==> src/rtl/fetch_pkg.sv <==
// ============================================================================
// Module      : fetch_pkg
// Description : Shared widths, FSM state encoding and queue entry type for
//               the instruction-fetch stage.
// Revision    : 1.0 - initial release
// ============================================================================
`default_nettype none

package fetch_pkg;

    localparam int XLEN       = 64;
    localparam int ILEN       = 32;
    localparam int INST_BYTES = 4;

    localparam logic [XLEN-1:0] RESET_VECTOR = 64'h0;

    typedef enum logic [1:0] {
        IDLE       = 2'd0,
        REQ        = 2'd1,
        WAIT_SPACE = 2'd2,
        DRAIN      = 2'd3
    } fetch_state_e;

    typedef struct packed {
        logic [XLEN-1:0] pc;
        logic [ILEN-1:0] inst;
    } fetch_entry_t;

endpackage

`default_nettype wire

==> src/rtl/fetch_buffer.sv <==
// ============================================================================
// Module      : fetch_buffer
// Description : 2-entry FIFO of {pc, inst}; slot 0 is always the head.
// Revision    : 1.0 - initial release
// ============================================================================
`default_nettype none

module fetch_buffer
    import fetch_pkg::*;
(
    input  logic         clk,
    input  logic         rst,
    input  logic         i_push,
    input  fetch_entry_t i_push_entry,
    input  logic         i_pop,
    input  logic         i_flush,
    output logic         o_head_valid,
    output fetch_entry_t o_head_entry,
    output logic [1:0]   o_count
);

    fetch_entry_t [1:0] slot_q, slot_d;
    logic [1:0]         count_q, count_d;
    logic               w_pop;
    logic               w_push;
    logic [1:0]         w_wr_idx;

    always_comb begin
        slot_d   = slot_q;
        count_d  = count_q;
        w_pop    = i_pop && (count_q != 2'd0);
        w_wr_idx = count_q - {1'b0, w_pop};
        w_push   = i_push && (w_wr_idx < 2'd2);
        if (i_flush) begin
            count_d = 2'd0;
        end else begin
            // Shift on pop first so a same-cycle push lands behind the survivor.
            if (w_pop) begin
                slot_d[0] = slot_q[1];
            end
            if (w_push) begin
                slot_d[w_wr_idx[0]] = i_push_entry;
            end
            count_d = w_wr_idx + {1'b0, w_push};
        end
    end

    always_ff @(posedge clk or posedge rst) begin
        if (rst) begin
            slot_q  <= '0;
            count_q <= 2'd0;
        end else begin
            slot_q  <= slot_d;
            count_q <= count_d;
        end
    end

    assign o_head_valid = (count_q != 2'd0);
    assign o_head_entry = slot_q[0];
    assign o_count      = count_q;

endmodule

`default_nettype wire

==> src/rtl/fetch_controller.sv <==
// ============================================================================
// Module      : fetch_controller
// Description : Fetch-stage sequencer: owns the PC, issues one-outstanding
//               imem requests and queues returned instructions for decode.
// Revision    : 1.0 - initial release
// ============================================================================
`default_nettype none

module fetch_controller #(
    parameter int              XLEN         = fetch_pkg::XLEN,
    parameter int              ILEN         = fetch_pkg::ILEN,
    parameter logic [XLEN-1:0] RESET_VECTOR = fetch_pkg::RESET_VECTOR
) (
    input  logic            clk,
    input  logic            reset,
    input  logic            redirect_valid,
    input  logic [XLEN-1:0] redirect_pc,
    output logic            imem_req,
    output logic [XLEN-1:0] imem_addr,
    input  logic            imem_ack,
    input  logic [ILEN-1:0] imem_rdata,
    output logic            inst_valid,
    input  logic            inst_ready,
    output logic [ILEN-1:0] inst,
    output logic [XLEN-1:0] inst_pc,
    output logic [XLEN-1:0] pc,
    output logic [XLEN-1:0] pc_next
);

    import fetch_pkg::*;

    fetch_state_e    state_q, state_d;
    logic [XLEN-1:0] pc_q, pc_d;
    logic [XLEN-1:0] target_q, target_d;
    logic            imem_req_q, imem_req_d;

    logic [XLEN-1:0] w_redirect_target;
    logic            w_push;
    logic            w_pop;
    logic            w_head_valid;
    logic [1:0]      w_count;
    logic [1:0]      w_occ_after_ack;
    fetch_entry_t    w_push_entry;
    fetch_entry_t    w_head;

    assign pc_next           = pc_q + XLEN'(INST_BYTES);
    assign w_redirect_target = {redirect_pc[XLEN-1:2], 2'b00};
    assign w_pop             = w_head_valid && inst_ready;
    assign w_occ_after_ack   = w_count + 2'd1 - {1'b0, w_pop};
    assign w_push_entry.pc   = pc_q;
    assign w_push_entry.inst = imem_rdata;

    always_comb begin
        state_d  = state_q;
        pc_d     = pc_q;
        target_d = target_q;
        w_push   = 1'b0;
        case (state_q)
            IDLE: begin
                state_d = REQ;
                if (redirect_valid) begin
                    pc_d = w_redirect_target;
                end
            end
            REQ: begin
                if (imem_ack) begin
                    if (redirect_valid) begin
                        pc_d    = w_redirect_target;
                        state_d = REQ;
                    end else begin
                        w_push  = 1'b1;
                        pc_d    = pc_next;
                        state_d = (w_occ_after_ack < 2'd2) ? REQ : WAIT_SPACE;
                    end
                end else if (redirect_valid) begin
                    // The bus request cannot be withdrawn; wait for its ack.
                    target_d = w_redirect_target;
                    state_d  = DRAIN;
                end
            end
            WAIT_SPACE: begin
                if (redirect_valid) begin
                    pc_d    = w_redirect_target;
                    state_d = REQ;
                end else if ((w_count - {1'b0, w_pop}) < 2'd2) begin
                    state_d = REQ;
                end
            end
            DRAIN: begin
                if (imem_ack) begin
                    pc_d    = redirect_valid ? w_redirect_target : target_q;
                    state_d = REQ;
                end else if (redirect_valid) begin
                    target_d = w_redirect_target;
                end
            end
            default: state_d = IDLE;
        endcase
        imem_req_d = (state_d == REQ) || (state_d == DRAIN);
    end

    always_ff @(posedge clk or posedge reset) begin
        if (reset) begin
            state_q    <= IDLE;
            pc_q       <= RESET_VECTOR;
            target_q   <= '0;
            imem_req_q <= 1'b0;
        end else begin
            state_q    <= state_d;
            pc_q       <= pc_d;
            target_q   <= target_d;
            imem_req_q <= imem_req_d;
        end
    end

    fetch_buffer u_buffer (
        .clk          (clk),
        .rst          (reset),
        .i_push       (w_push),
        .i_push_entry (w_push_entry),
        .i_pop        (inst_ready),
        .i_flush      (redirect_valid),
        .o_head_valid (w_head_valid),
        .o_head_entry (w_head),
        .o_count      (w_count)
    );

    assign imem_req   = imem_req_q;
    assign imem_addr  = pc_q;
    assign pc         = pc_q;
    assign inst_valid = w_head_valid;
    assign inst       = w_head.inst;
    assign inst_pc    = w_head.pc;

endmodule

`default_nettype wire

==> config.mk <==
export PLATFORM = sky130hd
export DESIGN_NAME = fetch_controller
export DESIGN_NICKNAME = d
export VERILOG_FILES = /design/src/rtl/fetch_pkg.sv /design/src/rtl/fetch_buffer.sv /design/src/rtl/fetch_controller.sv
export SDC_FILE = /design/constraint.sdc
export NUM_CORES = 1
export LEC_CHECK = 0
export CORE_AREA = 2 2 181 183
export CTS_CLUSTER_SIZE = 20
export DETAILED_ROUTE_END_ITERATION = 10
export DIE_AREA = 0 0 183 185
export PLACE_DENSITY = 0.95
export SYNTH_ARGS = -nofsm -noshare
export SYNTH_HDL_FRONTEND = slang
export SYNTH_SLANG_ARGS = --single-unit
==> constraint.sdc <==
create_clock -name clk -period 37.9 [get_ports clk]
set_clock_uncertainty 0.15 [all_clocks]
set_input_delay 11.37 -clock clk [delete_from_list [all_inputs] [get_ports clk]]
set_output_delay 11.37 -clock clk [all_outputs]
set_load 0.01 [all_outputs]
# Word-level counts from Yosys, hierarchy flattened
# Cells that the tools add are included.
op_classes:
  n_addsub: 5
  order_cmp: 4
  eq_ne: 8
  muxes: 24
  n_bitwise: 2
  reduce_logical: 11
op_table:
  columns: ["op", "count"]
  rows:
  - ["96-bit 2-to-1 mux", 4]
  - ["64-bit 2-to-1 mux", 5]
  - ["192-bit bitwise mux", 1]
  - ["64-bit one-hot mux with 3 select lines", 1]
  - ["96-bit demux with 1-bit select", 1]
  - ["64-bit by 3-bit adder with 64-bit output, second input constant", 1]
  - ["2-bit 2-to-1 mux", 8]
  - ["2-bit one-hot mux with 4 select lines", 1]
  - ["2-bit == test, second input constant", 3]
  - ["2-bit by 1-bit == test with 1-bit output, second input constant", 2]
  - ["2-bit < comparator, second input constant", 2]
  - ["2-bit != test, second input constant", 2]
  - ["2-bit AND reduction", 2]
  - ["2-bit OR reduction", 2]
  - ["2-bit by 1-bit subtractor with 2-bit output", 2]
  - ["1-bit logical AND", 3]
  - ["1-bit 2-to-1 mux", 3]
  - ["3-bit AND reduction", 1]
  - ["2-bit by 1-bit adder with 2-bit output", 1]
  - ["2-bit by 1-bit adder with 2-bit output, second input constant", 1]
  - ["2-bit zero test", 1]
  - ["1-bit by 2-bit < comparator with 1-bit output, second input constant", 1]
  - ["2-bit by 1-bit != test with 1-bit output, second input constant", 1]
  - ["1-bit inverter", 2]
  - ["other kinds (3)", 3]
word_totals:
  ff_bits: 325
  input_bits: 101

# Longest topological paths before layout
logic_depth:
  depth_word: 10
  depth_mapped: 11
  mapped_depth_nobuf: 9

# Hierarchy
# From an unflattened synthesis, not the netlist that was laid out.
unflattened:
  hier_cells: 1608
  area_unflattened_um2: 17138.9
by_module_without_submodules:
  columns: ["mod", "instances", "cells_per_inst", "area_each_um2", "seq_area_each_um2"]
  rows:
  - ["fetch_buffer", 1, 649, 8623.3, 4854.7]
  - ["fetch_controller", 1, 959, 8515.7, 3278.1]

# Least setup slack after synthesis
# OpenSTA, ideal clock, no wires.
synth_path:
  kind: "reg-to-output"
  from: "register pc_q[16] (netlist: imem_addr[16])"
  to: "output pc_next[61]"
  arrival_time_ns: 2.005
  required_ns: 26.380
  path_slack_ns: 24.375
  path_stages_with_launch: 7
  path_buffers: 1
  cell_sequence: "dfrtp_1 -> buf_2 -> nand4_4 -> nor4_4 -> nand2_1 -> nor3_1 -> xor2_1"
synth_via:
  elab_chain_cells: 1
synth_lines:
  columns: ["item", "line", "source"]
  rows:
  - ["from (decl)", "fetch_controller.sv:33", "logic [XLEN-1:0] pc_q, pc_d;"]
  - ["from (signal assigned)", "fetch_controller.sv:110", "pc_q <= pc_d;"]
  - ["64-bit by 3-bit adder with 64-bit output", "fetch_controller.sv:46", "assign pc_next = pc_q + XLEN'(INST_BYTES);"]
  - ["to (decl)", "fetch_controller.sv:27", "output logic [XLEN-1:0] pc_next"]
# No other way between the ends.

# Worst setup path after layout
layout_path:
  from: "register pc_q[3] (netlist: imem_addr[3])"
  to: "output pc_next[62]"
# Same word-level chain as after synthesis.

==> results.sh <==
export IMPL_arrival_ns=4.22
export IMPL_syn_mean_instance_area_um2=10.6
export IMPL_dp_hpwl_mm=34.8
export IMPL_peakVddDrop_mv=0.0510
export IMPL_worstMarginPinSlew_ns=1.20
export IMPL_grt_max_degree=109
export IMPL_core_rowCount=66
export IMPL_synth_simple_gate_area_share_pct=10.6
export IMPL_start_util_pct=55.1
export IMPL_numPortBuffers=388
export IMPL_synth_mux_area_share_pct=9.74
export IMPL_rsz0062_at_grt="false"
export IMPL_final_cell_mix="clkdlybuf4s50_1, dfrtp_1, o22a_1"
export IMPL_drt_antenna_violating_nets=0
export IMPL_finalHoldViolCount=0
export IMPL_cts_buffers=36
export IMPL_vias_per_cell=6.53
export IMPL_synthCells=1669
export IMPL_grt_usage_pct=30.9
export IMPL_crit_chain="ha_1 -> nand3_1 -> nor3_2 -> nand4_1 -> or3_1 -> nand2_1 -> clkdlybuf4s50_1"
export IMPL_grt_pass1_vias=14400
export IMPL_synthArstFlopShare_pct=100
export IMPL_vias=14600
export IMPL_insertion_delay_ns=0.52
export IMPL_setup_tns_final_ns=0
export IMPL_die_x_um=183
export IMPL_synth_ff_type="dfrtp_1"
export IMPL_worstReg2RegStart="u_buffer.o_count[1]$_DFF_PP0_"
export IMPL_final_setup_viol_count=0
export IMPL_stdcell_count=2237
export IMPL_wire_per_inst_um=23.9
export IMPL_clock_path_buffers=3
export IMPL_fillers=2267
export IMPL_synthAdderAreaFrac_pct=0.283
export IMPL_status="finished, final reports clean"
export IMPL_cp_slowest_stage_delay_ns=0.71
export IMPL_fin_crit_sh_pct=41.5
export IMPL_hold_class="flop to flop"
export IMPL_drv_slew=0
export IMPL_cts_root_buf="clkbuf_16"
export IMPL_drt_pass1_iterations=6
export IMPL_endpoint_kind="output pin"
export IMPL_cts_hold_buffers=0
export IMPL_synth_compound_area_share_pct=18.9
export IMPL_start_kind="flop"
export IMPL_drc=0
export IMPL_ioPinCount=391
export IMPL_core_um2=32000
export IMPL_area_growth_pct=22.7
export IMPL_synth_cell_types=75
export IMPL_synth_xor_area_share_pct=3.12
export IMPL_antenna_found_initial=6
export IMPL_worstPathRequired_ns=26.38
export IMPL_p_leak_nw=8.47
export IMPL_synth_warning_count=0
export IMPL_die_h_um=185
export IMPL_period_needed_ns=15.74
export IMPL_post_cts_resized=0
export IMPL_totalWireLength_mm=53.4
export IMPL_worstReg2RegEnd="u_buffer.o_head_entry[68]$_DFFE_PP0N_"
export IMPL_p_sw_uw=627
export IMPL_netlist_area_um2=17700
export IMPL_final_common_cell="clkdlybuf4s50_1"
export IMPL_max_freq_ghz=0.0635
export IMPL_overflow=0
export IMPL_cts_tree="built"
export IMPL_clk_pin_slew_ns=0.06
export IMPL_pwr_share_seq_pct=36.3
export IMPL_comb_power_share_pct=42.8
export IMPL_final_nets=1908
export IMPL_p_sw_share_pct=35.4
export IMPL_r2r_slack_ns=33.56
export IMPL_maxSlewHeadroom_pct=20.2
export IMPL_clock_sinks=325
export IMPL_synth_seq_cells=325
export IMPL_path_max_fanout=12
export IMPL_drive_gt1_share_pct=13.9
export IMPL_synth_top_family_by_area="compound AO/OA/AOI/OAI gates"
export IMPL_multi_input_area_um2=7600
export IMPL_die_area_um2=33900
export IMPL_crit_path_end="pc_next[62]"
export IMPL_critical_path_class="flop to output pin"
export IMPL_drtIter0Drc=1521
export IMPL_grt_pass1_wl_mm=82.6
export IMPL_seqCellArea_um2=8130
export IMPL_clock_power_share_pct=20.9
export IMPL_power_density_nw_per_um2=81.9
export IMPL_synth_edf_count=0
export IMPL_post_cts_buffers=0
export IMPL_htreeDepth=2
export IMPL_r2r_cells=9
export IMPL_seq_area_frac_synth_pct=46.0
export IMPL_dp_cells=2173
export IMPL_startpoint="imem_addr[3]$_DFFE_PP0P_"
export IMPL_hold_depth=2
export IMPL_intPower_mw=1.15
export IMPL_synthesis_nets=1774
export IMPL_critPathSlowestCell="nand4_1"
export IMPL_max_cap_viol_count=0
export IMPL_place_congestion=0.906
==> critical path, delay by kind of cell (launching register included) <==
family                     cells  cell delay, ns
buffers and inverters          1            0.58
and+or+nand+nor                5            2.31
DFF                            1            0.52
adders and majority gates      1            0.29
==> how the worst min path moves through the flow <==
stage | start | to
floorplan | target_q[35]$_DFFE_PP0P_ | target_q[35]$_DFFE_PP0P_
global placement | target_q[54]$_DFFE_PP0P_ | target_q[54]$_DFFE_PP0P_
detailed placement | target_q[56]$_DFFE_PP0P_ | target_q[56]$_DFFE_PP0P_
CTS | target_q[56]$_DFFE_PP0P_ | target_q[56]$_DFFE_PP0P_
global route | target_q[43]$_DFFE_PP0P_ | target_q[43]$_DFFE_PP0P_
finish | target_q[56]$_DFFE_PP0P_ | target_q[56]$_DFFE_PP0P_
==> stage by stage <==
stage	power (mW)	worst slack (ns)	hold WS [ns]	util, %	instance area, um^2
3_3_place_gp	1.35	22.68	0.313	63.7	20400
3_5_place_dp	1.40	22.57	0.321	63.7	20400
4_1_cts	1.77	22.24	0.333	67.6	21700
2_1_floorplan	1.12	17.38	0.300	-	17700
5_1_grt	1.86	22.08	0.360	67.6	21700
6_report	1.77	22.16	0.330	67.6	21700
==> flip-flops by register name, summed over array words and instances, names as in the netlist <==
signal	count
target_q	64
u_buffer.o_count	2
u_buffer.o_head_entry	96
imem_addr	64
state_q	2
imem_req	1
u_buffer.slot_q	96
==> synth_stat cells, types with 13 or more instances <==
cell / n / share of area, %
o22a_1: 192 / 9.5
mux2_2: 151 / 9.6
xnor2_1: 49 / 2.4
a21oi_1: 56 / 1.6
nor2_1: 42 / 0.89
o21ai_0: 45 / 1.3
buf_1: 13 / 0.28
o2bb2ai_1: 32 / 1.6
inv_1: 42 / 0.89
xor2_1: 14 / 0.69
buf_4: 167 / 7.1
o2bb2a_1: 24 / 1.4
buf_2: 41 / 1.2
dfrtp_1: 325 / 46
clkbuf_1: 85 / 1.8
nand2_1: 116 / 2.5
nand3_1: 44 / 1.2
nor3_1: 23 / 0.65
nand4_1: 32 / 1.1
==> power groups by stage <==
stage	Clock (mW)	Combinational [mW]	Sequential, mW
after detailed placement	0	0.753	0.642
after global routing	0.390	0.807	0.661
after floorplan	0	0.538	0.578
final	0.371	0.759	0.645
after global placement	0	0.725	0.626
after CTS	0.376	0.760	0.639
==> cells by family after synthesis <==
group                    Yosys count
AND/OR/NAND/NOR                  347
buffers and inverters            350
AO/OA/AOI/OAI                    427
adder cells (fa/ha/maj)            4
XOR/XNOR                          63
multiplexers                     153
flip-flops                       325
==> layout make-up <==
class	instances	area share, %
sequential	325	37.5
multi-input combinational	994	35.1
timing repair buffer	404	18.5
clock buffer	49	4.85
tap	408	2.36
clock inverter	11	0.883
inverter	42	0.762
antenna	4	0.0462
==> metal layers <==
layer  vias up  GRT usage, %  wire [um]
met5         -             0         27
met4         4          13.2       2420
met3       202          7.69       4940
met2       911          51.8      26100
met1      7291          38.1      19900
li1       6202             -          -
Note: power is estimated with default switching activity, not from simulation.
